<file path="src/rtl/mem_data_port.sv">
// Data-memory initiator for the RiSC-16 MEM stage.
// One request in flight; absorbs the one-cycle synchronous read latency.
module mem_data_port #(
  parameter int p_WORD_LEN     = 16,
  parameter int p_ADDR_LEN     = 10,
  parameter int p_REQ_ADDR_LEN = 16
) (
  input  logic                      i_clk,
  input  logic                      i_rst,
  input  logic                      i_req_valid,
  output logic                      o_req_ready,
  input  logic                      i_req_we,
  input  logic [p_REQ_ADDR_LEN-1:0] i_req_addr,
  input  logic [p_WORD_LEN-1:0]     i_req_wdata,
  input  logic [2:0]                i_req_tag,
  output logic [p_ADDR_LEN-1:0]     o_mem_addr,
  output logic                      o_mem_wr_en,
  output logic [p_WORD_LEN-1:0]     o_mem_wr_data,
  input  logic [p_WORD_LEN-1:0]     i_mem_rd_data,
  output logic                      o_resp_valid,
  input  logic                      i_resp_ready,
  output logic [p_WORD_LEN-1:0]     o_resp_data,
  output logic [2:0]                o_resp_tag,
  output logic                      o_resp_is_load,
  output logic                      o_resp_err,
  output logic                      o_err_sticky
);

  typedef enum logic [1:0] {
    IDLE      = 2'd0,
    LOAD_WAIT = 2'd1,
    RESP      = 2'd2
  } state_t;

  state_t state;
  state_t state_nx;

  logic accept;
  logic in_range;

  assign in_range = (i_req_addr >> p_ADDR_LEN) == '0;
  assign accept   = i_req_valid && o_req_ready;

  assign o_mem_addr    = i_req_addr[p_ADDR_LEN-1:0];
  assign o_mem_wr_data = i_req_wdata;

  // State register; reset abandons any operation in flight.
  always_ff @(posedge i_clk) begin
    if (i_rst) state <= IDLE;
    else       state <= state_nx;
  end

  // Next state: stores go straight to RESP, loads take one wait cycle.
  always_comb begin
    state_nx = state;
    unique case (state)
      IDLE: begin
        if (accept) state_nx = i_req_we ? RESP : LOAD_WAIT;
      end
      LOAD_WAIT: begin
        state_nx = RESP;
      end
      RESP: begin
        if (i_resp_ready) begin
          if (accept) state_nx = i_req_we ? RESP : LOAD_WAIT;
          else        state_nx = IDLE;
        end
      end
      default: state_nx = IDLE;
    endcase
  end

  // Handshake and write strobe; a response being drained frees the slot.
  always_comb begin
    o_req_ready  = 1'b0;
    o_resp_valid = 1'b0;
    if (!i_rst) begin
      o_req_ready = (state == IDLE) || ((state == RESP) && i_resp_ready);
    end
    o_resp_valid = (state == RESP);
    o_mem_wr_en  = accept && i_req_we && in_range && !i_rst;
  end

  // Response fields: latched on accept, load data captured in LOAD_WAIT.
  always_ff @(posedge i_clk) begin
    if (i_rst) begin
      o_resp_data    <= '0;
      o_resp_tag     <= '0;
      o_resp_is_load <= 1'b0;
      o_resp_err     <= 1'b0;
      o_err_sticky   <= 1'b0;
    end else if (accept) begin
      o_resp_data    <= '0;
      o_resp_tag     <= i_req_tag;
      o_resp_is_load <= !i_req_we;
      o_resp_err     <= !in_range;
      if (i_req_we && !in_range) o_err_sticky <= 1'b1;
    end else if (state == LOAD_WAIT) begin
      o_resp_data <= o_resp_err ? '0 : i_mem_rd_data;
      if (o_resp_err) o_err_sticky <= 1'b1;
    end
  end

endmodule

</file>
<file path="config.mk">
export PLATFORM = sky130hd
export DESIGN_NAME = mem_data_port
export DESIGN_NICKNAME = d
export VERILOG_FILES = /design/src/rtl/mem_data_port.sv
export SDC_FILE = /design/constraint.sdc
export NUM_CORES = 1
export LEC_CHECK = 0
export CORE_ASPECT_RATIO = 1.75
export CORE_UTILIZATION = 32
export CTS_BUF_LIST = sky130_fd_sc_hd__clkbuf_16
export DETAILED_ROUTE_END_ITERATION = 8
export PLACE_DENSITY = 0.91
export SYNTH_ARGS = -nofsm -noshare
export SYNTH_HDL_FRONTEND = slang
export SYNTH_SLANG_ARGS = --single-unit
</file>
<file path="constraint.sdc">
create_clock -name i_clk -period 1.4 [get_ports i_clk]
set_clock_uncertainty 0.1 [all_clocks]
set_input_delay 0.14 -clock i_clk [delete_from_list [all_inputs] [get_ports i_clk]]
set_output_delay 0.14 -clock i_clk [all_outputs]
set_load 0.005 [all_outputs]
</file>
==> impl_metrics.py <==
metrics = {
    "synth": {
        "avgSynthCellArea_um2": 8.681,
        "synth_edf_count": 0,
        "synth_cells": 146,
        "ys_seq_elements": 24,
        "ys_seq_area_share_pct": 37.91,
        "syn_area_um2": 1267,
        "synth_cell_types": 33,
        "yosysWarnings": 0,
        "synth-main-ff-cell": "dfxtp_1",
        "async_flop_share_pct": 0,
        "synth_nets": 202,
    },
    "setup_path": {
        "cpPeakStageDelay_ps": 410,
        "cpMaxStageDelayCell": "a2111oi_2",
        "cp.required_ps": 1430,
        "rr_endpoint": "o_err_sticky",
        "path_class": "flip-flop to flip-flop",
        "cp_max_fo": 6,
        "end_kind": "flip-flop",
        "ff2ff_path_depth": 4,
        "critPathTopFamily": "compound AO/OA/AOI/OAI gates",
        "worst-endpoint-arrival_ps": 1400,
        "cp.depth": 4,
        "rr_startpoint": "state[0]",
        "crit_chain": "buf_6, and4bb_4, a2111oi_2, a311oi_2",
        "cp_num_buf_inv": 1,
        "rrSetupSlack_ps": 30,
        "start_kind": "flip-flop",
    },
    "status": {
        "status": "finished clean",
    },
    "timing": {
        "fmax_mhz": 730.4,
        "setup_viol": 0,
        "tightest_slew_ps": 363.7,
        "fin_crit_ps": 1369,
        "slew_violations": 0,
        "final-hold-violation-count": 0,
        "fin_ws_ps": 30.88,
        "maxSlewHeadroom_pct": 75.71,
        "final.period_utilization_pct": 97.79,
        "tns_ps": 0,
        "grt_setup_unrepaired": "true",
        "whs_ps": 114.4,
    },
    "place": {
        "hpwl_um": 2298,
        "gp_congestion": 0.7825,
        "dp.cells": 231,
        "io_buffers": 54,
        "pre_cts_slack_ps": -484.6,
        "dpl-instance-area_um2": 1749,
    },
    "grt": {
        "grt_max_degree": 17,
        "antenna_found_initial": 0,
        "grt_pass1_wl_um": 4836,
        "grt_pass1_vias": 1139,
        "grt_usage_pct": 14.72,
        "overflow": 0,
    },
    "layout": {
        "multi_input_area_um2": 581.8,
        "layout.nets": 249,
        "syn2layout_area_growth_pct": 51.73,
        "seq_area_um2": 486.7,
        "nFillCells": 359,
        "n_antenna_cell": 0,
        "fin_util_pct": 51.96,
        "finalInstanceArea_um2": 1923,
        "drive_gt1_share_pct": 25.00,
        "stdcell_count": 238,
    },
    "pwr": {
        "powerDensity_nw_per_um2": 857.7,
        "ir_worst_vdd_uv": 440.6,
        "power.total_mw": 1.649,
        "leakagePower_nw": 0.7215,
    },
    "clock_tree": {
        "numCtsBuffers": 3,
        "clock_latency_ps": 250,
        "holdBufCountCts": 0,
        "cts-root-buf": "clkbuf_16",
        "clock_path_buffers": 2,
        "numClockSinks": 24,
        "cts_tree": "built",
        "htree_levels": 1,
        "path_clk_slew_ps": 60,
    },
    "floorplanning": {
        "die_h_um": 85.26,
        "die_area_um2": 4227,
        "io_pins": 107,
        "die_w_um": 49.58,
        "num_rows": 29,
        "start_util_pct": 34.25,
        "core-area_um2": 3701,
    },
    "hold_path": {
        "holdPathEnd": "state[0]",
        "holdPathStages": 3,
        "min-delay-start": "i_req_valid",
        "hold_class": "input port to flip-flop",
    },
    "flow_run": {
        "maxCapViolations": 0,
    },
    "routing": {
        "drt-initial-drc-count": 18,
        "drt_first_pass_iters": 4,
        "drt_wl_total_um": 3198,
        "drc": 0,
        "antenna_left": 0,
        "vias": 1177,
        "wl_per_cell_um": 13.44,
        "avgViaCountPerCell": 4.945,
    },
}
metal layers:
layer	GRT usage (%)	share of wire (%)
met2	29.98	57
met1	12.99	35
met3	2.151	5.6
met5	0	0
met4	7.792	2.0
registers in the layout, indices dropped and copies added (netlist names):
register	flops
o_resp_is_load	1
state	2
o_resp_tag	3
o_resp_err	1
o_resp_data	16
o_err_sticky	1
Yosys cell counts (all sizes together), types with 2 or more instances:
library cell   n  area [um^2]
nand2b         2        15.02
nand4          3        18.77
nand2         16        60.06
a21oi         20        100.1
a31oi          2        12.51
a311oi         2        17.52
nand3b        16        120.1
dfxtp         24        480.5
inv            3        11.26
nor2           5        21.27
and2b          2        18.77
o31ai          3        22.52
buf           33        255.2
layout make-up:
type	instances	area share (%)
Clock inverter	1	0.1952
Inverter	3	0.5856
Timing Repair Buffer	76	36.76
Sequential cell	24	25.31
Tap cell	46	2.993
Multi-Input combinational cell	85	30.25
Clock buffer	3	3.904
power breakdown:
part | internal [mW] | switching (mW)
Sequential | 0.705 | 0.0175
Clock | 0.381 | 0.227
Combinational | 0.195 | 0.124
Total | 1.28 | 0.368
timing repair:
action / in CTS / in global routing
buffers inserted: 1 / 2
endpoints found under the hold margin: 0 / 0
pin swaps: 5 / 6
gates resized for setup: 20 / 20
endpoints found under the setup margin: 7 / 23
worst max path at each step:
stage / end / slack, ps / startpoint
after global routing: o_mem_wr_en / -30 / state[0]
final: o_err_sticky / 30 / state[0]
after detailed placement: o_mem_wr_en / -480 / i_req_addr[11]
after floorplan: o_err_sticky / 120 / state[0]
after CTS: o_mem_wr_en / 7 / state[0]
after global placement: o_mem_wr_en / -480 / i_req_addr[11]
layout by cell type, fill, tap and decap left out, types with 3 or more instances in the layout:
cell type	count
a21oi_1	20
nand3b_1	16
nand2_1	16
clkdlybuf4s50_1	43
inv_1	3
nand4_1	3
buf_4	19
dlymetal6s2s_1	4
dlygate4sd2_1	4
clkbuf_16	3
dfxtp_1	21
buf_6	3
kinds of logic after synthesis:
| group | synth area share, % |
|---|---|
| AOI/OAI and AO/OA | 15.30 |
| and+or+nand+nor | 25.47 |
| DFF | 37.91 |
| buffers and inverters | 21.32 |
worst register-to-register path, cell delays in order (launching register included):
cell and delay (ps):
dfxtp_2 350, buf_6 120, and4bb_4 190, a2111oi_2 410
a311oi_2 80
No activity file was read; power rests on OpenSTA's default activity.
